**src/rtl/alu_seq_pkg.sv**
```systemverilog
// Shared opcode constants and controller state encoding for alu_seq.
package alu_seq_pkg;

    localparam logic [3:0] OP_AND   = 4'b0000;
    localparam logic [3:0] OP_OR    = 4'b0001;
    localparam logic [3:0] OP_ADD   = 4'b0010;
    localparam logic [3:0] OP_SUB   = 4'b0110;
    localparam logic [3:0] OP_SLT   = 4'b0111;
    localparam logic [3:0] OP_NOR   = 4'b1100;
    localparam logic [3:0] OP_MULTU = 4'b1000;
    localparam logic [3:0] OP_MULT  = 4'b1001;
    localparam logic [3:0] OP_DIVU  = 4'b1010;
    localparam logic [3:0] OP_DIV   = 4'b1011;
    localparam logic [3:0] OP_MFHI  = 4'b1110;
    localparam logic [3:0] OP_MFLO  = 4'b1111;

    typedef enum logic [1:0] {
        ST_IDLE   = 2'd0,
        ST_MUL    = 2'd1,
        ST_DIV    = 2'd2,
        ST_FINISH = 2'd3
    } state_e;

endpackage

```
**src/rtl/alu_muldiv_iter.sv**
```systemverilog
// Iterative shift-add multiplier / restoring divider on operand magnitudes.
// Runs WIDTH steps; o_done marks the final step, when o_hi/o_lo hold the
// sign-corrected results so the parent can capture them on that edge.
module alu_muldiv_iter #(
    parameter int WIDTH = 32
) (
    input  logic             clk,
    input  logic             reset,
    input  logic             i_start,
    input  logic             i_div,
    input  logic             i_signed,
    input  logic [WIDTH-1:0] i_a,
    input  logic [WIDTH-1:0] i_b,
    output logic             o_busy,
    output logic             o_done,
    output logic             o_dbz,
    output logic [WIDTH-1:0] o_hi,
    output logic [WIDTH-1:0] o_lo
);

    localparam int CNT_W = $clog2(WIDTH);

    logic             r_busy;
    logic [CNT_W-1:0] r_cnt;
    logic             r_div;
    logic             r_neg_q;
    logic             r_neg_r;
    logic             r_dbz;
    logic [WIDTH-1:0] r_a;
    logic [WIDTH-1:0] r_d;
    logic [WIDTH-1:0] r_hi;
    logic [WIDTH-1:0] r_lo;

    logic [WIDTH-1:0]   w_mag_a;
    logic [WIDTH-1:0]   w_mag_b;
    logic [WIDTH:0]     w_msum;
    logic [WIDTH:0]     w_shift;
    logic               w_ge;
    logic [WIDTH-1:0]   w_step_hi;
    logic [WIDTH-1:0]   w_step_lo;
    logic [2*WIDTH-1:0] w_prod;

    assign w_mag_a = (i_signed && i_a[WIDTH-1]) ? -i_a : i_a;
    assign w_mag_b = (i_signed && i_b[WIDTH-1]) ? -i_b : i_b;

    // One multiply or divide step from the current partial state
    always_comb begin
        w_msum    = {1'b0, r_hi} + (r_lo[0] ? {1'b0, r_d} : '0);
        w_shift   = {r_hi, r_lo[WIDTH-1]};
        w_ge      = (w_shift >= {1'b0, r_d});
        w_step_hi = '0;
        w_step_lo = '0;
        if (r_div) begin
            w_step_hi = w_ge ? (w_shift[WIDTH-1:0] - r_d) : w_shift[WIDTH-1:0];
            w_step_lo = {r_lo[WIDTH-2:0], w_ge};
        end else begin
            w_step_hi = w_msum[WIDTH:1];
            w_step_lo = {w_msum[0], r_lo[WIDTH-1:1]};
        end
    end

    // Sign correction and divide-by-zero override of the final step
    always_comb begin
        w_prod = {w_step_hi, w_step_lo};
        if (r_neg_q) begin
            w_prod = -w_prod;
        end
        o_hi = w_prod[2*WIDTH-1:WIDTH];
        o_lo = w_prod[WIDTH-1:0];
        if (r_div) begin
            o_lo = r_neg_q ? -w_step_lo : w_step_lo;
            o_hi = r_neg_r ? -w_step_hi : w_step_hi;
            if (r_dbz) begin
                o_lo = '1;
                o_hi = r_a;
            end
        end
    end

    assign o_busy = r_busy;
    assign o_done = r_busy && (r_cnt == CNT_W'(WIDTH - 1));
    assign o_dbz  = r_dbz;

    // Operand load on start, then one step per cycle while busy
    always_ff @(posedge clk) begin
        if (reset) begin
            r_busy  <= 1'b0;
            r_cnt   <= '0;
            r_div   <= 1'b0;
            r_neg_q <= 1'b0;
            r_neg_r <= 1'b0;
            r_dbz   <= 1'b0;
            r_a     <= '0;
            r_d     <= '0;
            r_hi    <= '0;
            r_lo    <= '0;
        end else if (r_busy) begin
            r_hi  <= w_step_hi;
            r_lo  <= w_step_lo;
            r_cnt <= r_cnt + 1'b1;
            if (o_done) begin
                r_busy <= 1'b0;
            end
        end else if (i_start) begin
            r_busy  <= 1'b1;
            r_cnt   <= '0;
            r_div   <= i_div;
            r_neg_q <= i_signed && (i_a[WIDTH-1] ^ i_b[WIDTH-1]);
            r_neg_r <= i_signed && i_a[WIDTH-1];
            r_dbz   <= i_div && (i_b == '0);
            r_a     <= i_a;
            r_d     <= i_div ? w_mag_b : w_mag_a;
            r_hi    <= '0;
            r_lo    <= i_div ? w_mag_a : w_mag_b;
        end
    end

endmodule

```
**src/rtl/alu_seq.sv**
```systemverilog
// Sequential ALU: single-cycle logic/arithmetic ops plus iterative
// multiply/divide writing HI/LO, with registered result and flags.
module alu_seq
    import alu_seq_pkg::*;
#(
    parameter int WIDTH = 32,
    parameter int OP_W  = 4
) (
    input  logic             clk,
    input  logic             reset,
    input  logic             start,
    input  logic [OP_W-1:0]  op,
    input  logic [WIDTH-1:0] operand_a,
    input  logic [WIDTH-1:0] operand_b,
    output logic [WIDTH-1:0] result,
    output logic             zero_flag,
    output logic             negative_flag,
    output logic             overflow_flag,
    output logic             busy,
    output logic             done,
    output logic             div_by_zero
);

    state_e           r_state;
    logic [WIDTH-1:0] r_result;
    logic [WIDTH-1:0] r_hi;
    logic [WIDTH-1:0] r_lo;
    logic             r_zero;
    logic             r_neg;
    logic             r_ovf;
    logic             r_done;
    logic             r_dbz;

    logic [WIDTH-1:0] w_add;
    logic [WIDTH-1:0] w_sub;
    logic [WIDTH-1:0] w_res;
    logic             w_ovf;
    logic             w_is_mul;
    logic             w_is_div;
    logic             w_signed;
    logic             w_accept;
    logic             w_it_start;
    logic             w_it_busy;
    logic             w_it_done;
    logic             w_it_dbz;
    logic [WIDTH-1:0] w_it_hi;
    logic [WIDTH-1:0] w_it_lo;

    assign w_add = operand_a + operand_b;
    assign w_sub = operand_a - operand_b;

    // Opcode decode and single-cycle result
    always_comb begin
        w_res    = '0;
        w_ovf    = 1'b0;
        w_is_mul = 1'b0;
        w_is_div = 1'b0;
        w_signed = 1'b0;
        case (op)
            OP_W'(OP_AND): w_res = operand_a & operand_b;
            OP_W'(OP_OR):  w_res = operand_a | operand_b;
            OP_W'(OP_NOR): w_res = ~(operand_a | operand_b);
            OP_W'(OP_ADD): begin
                w_res = w_add;
                w_ovf = (operand_a[WIDTH-1] == operand_b[WIDTH-1]) &&
                        (w_add[WIDTH-1] != operand_a[WIDTH-1]);
            end
            OP_W'(OP_SUB): begin
                w_res = w_sub;
                w_ovf = (operand_a[WIDTH-1] != operand_b[WIDTH-1]) &&
                        (w_sub[WIDTH-1] != operand_a[WIDTH-1]);
            end
            OP_W'(OP_SLT): w_res = {{(WIDTH-1){1'b0}}, ($signed(operand_a) < $signed(operand_b))};
            OP_W'(OP_MULTU): w_is_mul = 1'b1;
            OP_W'(OP_MULT): begin
                w_is_mul = 1'b1;
                w_signed = 1'b1;
            end
            OP_W'(OP_DIVU): w_is_div = 1'b1;
            OP_W'(OP_DIV): begin
                w_is_div = 1'b1;
                w_signed = 1'b1;
            end
            OP_W'(OP_MFHI): w_res = r_hi;
            OP_W'(OP_MFLO): w_res = r_lo;
            default:        w_res = '0;
        endcase
    end

    // The done cycle (FINISH) accepts a new start exactly like IDLE
    assign w_accept   = start && ((r_state == ST_IDLE) || (r_state == ST_FINISH));
    assign w_it_start = w_accept && (w_is_mul || w_is_div);

    alu_muldiv_iter #(
        .WIDTH (WIDTH)
    ) u_muldiv (
        .clk      (clk),
        .reset    (reset),
        .i_start  (w_it_start),
        .i_div    (w_is_div),
        .i_signed (w_signed),
        .i_a      (operand_a),
        .i_b      (operand_b),
        .o_busy   (w_it_busy),
        .o_done   (w_it_done),
        .o_dbz    (w_it_dbz),
        .o_hi     (w_it_hi),
        .o_lo     (w_it_lo)
    );

    // Controller FSM with registered result, flags, HI/LO and done pulse
    always_ff @(posedge clk) begin
        if (reset) begin
            r_state  <= ST_IDLE;
            r_result <= '0;
            r_hi     <= '0;
            r_lo     <= '0;
            r_zero   <= 1'b0;
            r_neg    <= 1'b0;
            r_ovf    <= 1'b0;
            r_done   <= 1'b0;
            r_dbz    <= 1'b0;
        end else begin
            r_done <= 1'b0;
            r_dbz  <= 1'b0;
            case (r_state)
                ST_IDLE, ST_FINISH: begin
                    r_state <= ST_IDLE;
                    if (w_accept) begin
                        if (w_is_mul) begin
                            r_state <= ST_MUL;
                        end else if (w_is_div) begin
                            r_state <= ST_DIV;
                        end else begin
                            r_result <= w_res;
                            r_zero   <= (w_res == '0);
                            r_neg    <= w_res[WIDTH-1];
                            r_ovf    <= w_ovf;
                            r_done   <= 1'b1;
                        end
                    end
                end
                ST_MUL, ST_DIV: begin
                    if (w_it_done) begin
                        r_state  <= ST_FINISH;
                        r_hi     <= w_it_hi;
                        r_lo     <= w_it_lo;
                        r_result <= w_it_lo;
                        r_zero   <= (w_it_lo == '0);
                        r_neg    <= w_it_lo[WIDTH-1];
                        r_ovf    <= 1'b0;
                        r_done   <= 1'b1;
                        r_dbz    <= w_it_dbz;
                    end
                end
                default: r_state <= ST_IDLE;
            endcase
        end
    end

    assign result        = r_result;
    assign zero_flag     = r_zero;
    assign negative_flag = r_neg;
    assign overflow_flag = r_ovf;
    assign busy          = w_it_busy;
    assign done          = r_done;
    assign div_by_zero   = r_dbz;

endmodule

```
**config.mk**
```make
export PLATFORM = sky130hd
export DESIGN_NAME = alu_seq
export DESIGN_NICKNAME = d
export VERILOG_FILES = /design/src/rtl/alu_seq_pkg.sv /design/src/rtl/alu_muldiv_iter.sv /design/src/rtl/alu_seq.sv
export SDC_FILE = /design/constraint.sdc
export NUM_CORES = 1
export LEC_CHECK = 0
export ABC_AREA = 0
export CAP_MARGIN = 25
export CORE_MARGIN = 4
export CORE_UTILIZATION = 31
export CTS_CLUSTER_SIZE = 12
export DETAILED_ROUTE_END_ITERATION = 10
export SKIP_CTS_REPAIR_TIMING = 1
export SLEW_MARGIN = 20
export SYNTH_ARGS = -nofsm -noshare
export SYNTH_HDL_FRONTEND = slang
export SYNTH_SLANG_ARGS = --single-unit
```
**constraint.sdc**
```tcl
create_clock -name clk -period 5.2 [get_ports clk]
set_input_delay 0.78 -clock clk [delete_from_list [all_inputs] [get_ports clk]]
set_output_delay 0.78 -clock clk [all_outputs]
set_load 0.005 [all_outputs]
```
==> impl_metrics.csv, run 1 <==
group,metric,value,unit
sta,tightest_slew,0.953,ns
power_and_ir_drop,finalPower,6.70,mW
run,cap_violations,0,
route,routed_via_density,5.79,
global_route,grt_max_degree,119,
setup_path,critPathMaxFanout,6,
die,start_util,0.314,
cts,cts_tree,"built",
place,hpwl,83300,um
power_and_ir_drop,leakagePower,12.5,nW
status,status,"finished, final reports clean",
sta,clock.fmax,193,MHz
die,num_io_pins,109,
yosys,synth_top_family_by_area,"compound AO/OA/AOI/OAI gates",
yosys,netlist_area,0.0239,mm^2
setup_path,critPathKind,"reg -> reg",
yosys,synthFlopType,"dfxtp_1",
route,drtIter0Drc,3119,
cells_and_area,num_antenna_cells,0,
route,wl,106000,um
global_route,grt_usage,0.247,
sta,fin_skew,0.0192,ns
global_route,grt_overflow_total,0,
route,dr_total_vias,28018,
sta,slew_violations,0,
yosys,yosysWarningCount,0,
sta,setup_slack,0.0280,ns
cts,clock_latency,0.60,ns
cells_and_area,layout-drive-gt1-share,0.187,
yosys,syn_area_per_cell,7.10,um^2
die,num_rows,101,
route,wl_per_cell,21.9,um
route,wl_met3,7290,um
sta,finalSetupViolations,0,
yosys,yosys-top-cells-count,"375 x nand2_1, 343 x a21oi_1, 337 x nor2_1",
global_route,grt_pass1_vias,26337,
die,die_h,285,um
sta,max_slew_margin,0.365,
power_and_ir_drop,ir_drop,268,uV
cells_and_area,nets,4026,
die,core_region_area,0.0761,mm^2
cts,htreeDepth,1,
yosys,ys_ff_latch,240,
yosys,async_reset_ff_frac,0,
global_route,grt_pass1_wl,159000,um
route,dr.max_layer_used,"met4",
setup_path,endpoint_kind,"flip-flop",
sta,rsz0062_at_grt,"true",
cts,path_clk_slew,0.06,ns
route,first_pass_iters,6,
yosys,synth-simple-area-share,0.227,
yosys,synth_top_area_share,0.201,
setup_path,crit_arrival,5.64,ns
place,routabilityCongestion,1.01,
yosys,synth-edff-count,0,
yosys,synth_area_leaders,"dfxtp_1 20%, ha_1 8.7%, a21oi_1 7.2%",
yosys,ys_seq_area_frac,0.201,
cells_and_area,design_area,0.0307,mm^2
power_and_ir_drop,p_per_area,218,mW/mm^2
min_path,hold_path_class,"reg -> reg",
yosys,synth_compound_area_frac,0.324,
die,dieArea,0.0815,mm^2
die,die_w,285,um
yosys,syn_inst,3358,
cts,clock-sinks,240,
place,placed_area,0.0293,mm^2
place,dp_slack,-0.596,ns
sta,fin_crit,5.17,ns
cts,root_buffer,"clkbuf_16",
global_route,antenna_found_initial,2,
sta,finalHoldViolations,0,
route,ant_nets,0,
yosys,synthMuxAreaShare,0.0222,
setup_path,worst_setup_path_start_kind,"flip-flop",
route,met2_length,48000,um
cts,clock_path_buffers,3,
route,drcViolationCount,0,
yosys,yosysUniqueCellTypes,107,
yosys,synthAdderAreaFrac,0.0899,
route,wl_met1,43800,um
cells_and_area,syn2layout_area_growth,28.6,%
sta,period_share,0.995,
place,portBuffers,108,
yosys,synth_nets,3598,
yosys,synth_xor_area_frac,0.0731,
cts,cts_made_buffers,30,
yosys,yosysMostFrequentCell,"nand2_1",
setup_path,cp.required,5.67,ns
yosys,synth.largest_area_cell,"dfxtp_1",
-- report_power, final --
group | switching (mW) | total (mW) | internal (mW)
combinational | 1.48 | 2.53 | 1.05
sequential | 0.0606 | 1.96 | 1.90
clock | 0.901 | 2.21 | 1.31
total | 2.44 | 6.70 | 4.26
-- metrics by stage --
stage,instances,hold slack [ns],utilization,TNS [ns]
2_1_floorplan,3358,0.424,-,0
3_3_place_gp,4781,0.441,0.385,-0.791
3_5_place_dp,4781,0.446,0.385,-1.15
4_1_cts,4835,0.455,0.398,-0.565
5_1_grt,4838,0.465,0.403,-0.277
6_report,4838,0.454,0.403,0
-- sequential cells by signal (all words and copies together) (netlist names), 2 cells and up --
register and count:
r_hi 32, r_lo 32, result 32, u_muldiv.r_a 32, u_muldiv.r_d 32, u_muldiv.r_hi 32, u_muldiv.r_lo 32, u_muldiv.r_cnt 5
r_state 2
-- layer usage --
metal  vias up  track usage
met1     13335        0.320
met3       296       0.0272
met2      1245        0.402
met5         -            0
li1      13142            -
met4         0        0.138
-- cells by family (layout without fill, tap and decap cells) --
kind of cell               Yosys count  count (layout)
and+or+nand+nor                   1152            1152
xor gates and xnor gates           199             199
buffers and inverters              382             832
muxes                               52              52
DFF                                240             240
AOI/OAI and AO/OA                 1164            1164
adders and majority gates          169             169
-- placed cells by master, fill, tap and decap left out, types with 23 or more instances in the layout --
cell / count
a221oi_1: 39
mux2i_1: 44
dfxtp_1: 220
and3_1: 55
nand2_1: 374
nand2b_1: 27
a21o_1: 37
clkdlybuf4s50_1: 103
inv_1: 156
nor2_1: 331
o21a_1: 23
a21oi_1: 339
buf_4: 504
o31ai_1: 28
nand3_1: 59
xnor2_1: 139
clkbuf_16: 31
nand4_1: 29
a22oi_1: 52
xor2_1: 60
o21ai_0: 177
a31oi_1: 60
nor3_1: 67
o21bai_1: 25
and2_1: 46
nor4_1: 27
o211ai_1: 57
ha_1: 152
a211oi_1: 121
-- layout make-up --
class	instances	area (um^2)
clock buffers	39	826
fillers	8017	45400
multi-input cells	2736	18000
repair buffers	618	4970
inverters	160	601
clock inverters	15	189
flip-flops and latches	240	4840
well taps	1030	1290
-- path summary, 6_finish.rpt --
path	from	slack, ns	cells after the start	to
worst max register to register	u_muldiv.r_lo[31]	0.03	18	r_hi[31]
worst min-delay path	u_muldiv.r_a[2]	0.45	2	u_muldiv.r_a[2]
worst max-delay path	u_muldiv.r_lo[31]	0.03	18	r_hi[31]
worst min register to register	u_muldiv.r_a[2]	0.45	2	u_muldiv.r_a[2]
-- critical path: stages (launching register included) --
cell      delay (ns)
dfxtp_1         0.32
inv_1           0.21
ha_1            0.28
inv_1           0.07
fa_1            0.42
a21o_1          0.23
a221oi_2        0.30
or2_2           0.18
o31ai_1         0.10
a21boi_0        0.35
xor2_1          0.21
buf_4           0.15
nand3_1         0.09
a221o_1         0.39
or4_1           0.53
or4_4           0.50
o31ai_1         0.32
xnor2_1         0.11
o311a_1         0.29
(Power assumes the default switching activity.)
==> inputs of run 2 (changes only) <==
--- a/config.mk
+++ b/config.mk
@@ -11,6 +11,7 @@
 export CORE_UTILIZATION = 31
 export CTS_CLUSTER_SIZE = 12
 export DETAILED_ROUTE_END_ITERATION = 10
+export GPL_TIMING_DRIVEN = 0
 export SKIP_CTS_REPAIR_TIMING = 1
 export SLEW_MARGIN = 20
 export SYNTH_ARGS = -nofsm -noshare
==> run 2 against run 1 <==
The run now ends with negative setup slack left. Combinational power fell by 2%. Largest cell class unchanged. Critical endpoint is now r_hi[30]. Sequential cell count stayed put. Wire length rose by 18%. Utilization decreased by 2.4 points.
==> impl_metrics.csv, run 2 (synthesis results as in run 1) <==
group,metric,value,unit
sta,tightest_slew,1.17,ns
die,dieArea,0.0815,mm^2
cells_and_area,layout-drive-gt1-share,0.111,
route,routed_via_density,6.25,
power_and_ir_drop,leakagePower,11.0,nW
sta,rsz0062_at_grt,"true",
die,core_region_area,0.0761,mm^2
cells_and_area,final_cell_mix,"371 x nand2_1, 340 x a21oi_1, 332 x nor2_1",
sta,finalHoldViolations,0,
cts,clock_latency,0.57,ns
cts,root_buffer,"clkbuf_16",
min_path,hold_path_class,"reg -> reg",
setup_path,critPathBufInv,4,
route,wl_per_cell,27.1,um
global_route,grt_pass1_vias,25741,
sta,setup_tns,-0.775,ns
die,num_io_pins,109,
power_and_ir_drop,ir_drop,175,uV
setup_path,critPathMaxFanout,9,
setup_path,critPathLaunch,"u_muldiv.r_d[4]",
sta,fin_crit,5.40,ns
cts,clock_path_buffers,3,
setup_path,rr_endpoint,"r_hi[30]",
setup_path,rr_startpoint,"u_muldiv.r_d[4]",
setup_path,rrSetupSlack,-0.20,ns
cells_and_area,syn2layout_area_growth,21.0,%
status,status,"complete, but fails checks",
global_route,grt_max_degree,14,
route,wl,125000,um
route,first_pass_iters,6,
cts,htreeDepth,1,
setup_path,critPathMaxStageDelay,0.46,ns
cts,clock-sinks,240,
setup_path,crit_arrival,5.87,ns
sta,max_slew_margin,0.222,
run,cap_violations,0,
global_route,grt_usage,0.284,
place,routabilityCongestion,0.999,
die,start_util,0.314,
setup_path,worst_setup_path_start_kind,"flip-flop",
setup_path,endpoint_kind,"flip-flop",
setup_path,slowest_stage,"or4_4",
route,drtIter0Drc,4138,
global_route,antenna_found_initial,2,
global_route,grt_pass1_wl,175000,um
cells_and_area,layout_commonest_cell,"nand2_1",
sta,finalSetupViolations,7,
cts,cts_made_buffers,28,
cells_and_area,nets,3793,
place,hpwl,99800,um
setup_path,cp_top_family,"simple AND/OR/NAND/NOR gates",
die,num_rows,101,
global_route,grt_overflow_total,0,
setup_path,critPathKind,"reg -> reg",
sta,clock.fmax,185,MHz
setup_path,reg2regPathDepth,20,
sta,setup_slack,-0.199,ns
cts,path_clk_slew,0.07,ns
cts,cts_tree,"built",
setup_path,path_depth,20,
status,violations,"negative setup slack",
power_and_ir_drop,p_per_area,225,mW/mm^2
die,die_w,285,um
die,die_h,285,um
sta,fin_skew,0.0154,ns
min_path,whs_path_depth,2,
route,drcViolationCount,0,
place,placed_cells,4497,
setup_path,endpoint,"r_hi[30]",
sta,period_share,1.04,
setup_path,cp.required,5.67,ns
place,portBuffers,108,
cells_and_area,num_antenna_cells,0,
setup_path,crit_chain,"inv_1 -> ha_2 -> nand3_1 -> o21bai_2 -> a211oi_4 -> or3b_4 -> and4_4 -> o21ai_1 -> a31o_4 -> inv_4 -> ha_4 -> inv_2 -> or3b_1 -> buf_6 -> or4_4 -> or2_4 -> or4_4 -> o21ai_2 -> xor2_1 -> a2111oi_2",
setup_path,path_common_cell,"or4_4",
route,ant_nets,0,
route,dr_total_vias,28793,
sta,slew_violations,0,
cells_and_area,final-instance-count-excl-fill,4604,
[run 2: cell types whose count changed in the layout (fill, tap and decap cells not counted), sizes merged]
| cell | before | now |
|---|---|---|
| clkinvlp | 1 | 5 |
| buf | 512 | 107 |
| inv | 161 | 159 |
| clkinv | 9 | 5 |
| clkbuf | 40 | 217 |
| dlymetal6s2s | 2 | 21 |
| bufinv | 4 | 1 |
| clkdlybuf4s50 | 103 | 83 |
[run 2: worst min-delay path by stage]
stage | startpoint | end | slack (ns)
2_1_floorplan | r_hi[14] | r_hi[14] | 0.42
3_3_place_gp | overflow_flag | overflow_flag | 0.44
3_5_place_dp | overflow_flag | overflow_flag | 0.45
4_1_cts | overflow_flag | overflow_flag | 0.46
5_1_grt | overflow_flag | overflow_flag | 0.47
6_report | overflow_flag | overflow_flag | 0.45
[run 2: metrics by stage]
stage	hold slack [ns]	utilization	instance area, um^2	total power [mW]	worst slack, ns
2_1_floorplan	0.424	-	23900	3.30	0.000194
3_3_place_gp	0.438	0.345	26200	4.10	-2.07
3_5_place_dp	0.447	0.345	26300	4.10	-2.01
4_1_cts	0.456	0.357	27200	6.10	-2.06
5_1_grt	0.470	0.379	28900	6.67	-0.274
6_report	0.453	0.379	28900	6.50	-0.199
[run 2: layer usage]
layer,track usage,vias up,part of all wire
met5,0,-,0.000088
met1,0.392,13860,0.41
met2,0.433,1902,0.43
li1,-,12675,-
met4,0.116,2,0.056
met3,0.0550,354,0.11
[run 2: final cells by class]
cell class	instances	area [um^2]
clock buffer	41	841
timing repair buffer	178	1670
multi-input combinational	2736	18600
fill	8159	47200
buffer	209	915
sequential	240	4830
tap	1030	1290
clock inverter	10	87.6
inverter	160	611
[run 2: tightest hold or removal path, delay by kind of cell (launching register included)]
| kind | cells | cell delay, ns |
|---|---|---|
| DFF | 1 | 0.31 |
| and+or+nand+nor | 1 | 0.05 |
| AOI/OAI and AO/OA | 1 | 0.05 |
[run 2: power breakdown]
part / switching (mW) / total (mW) / internal (mW)
Combinational: 1.61 / 2.49 / 0.876
Clock: 0.879 / 2.05 / 1.17
Sequential: 0.0704 / 1.97 / 1.90
Total: 2.56 / 6.50 / 3.94
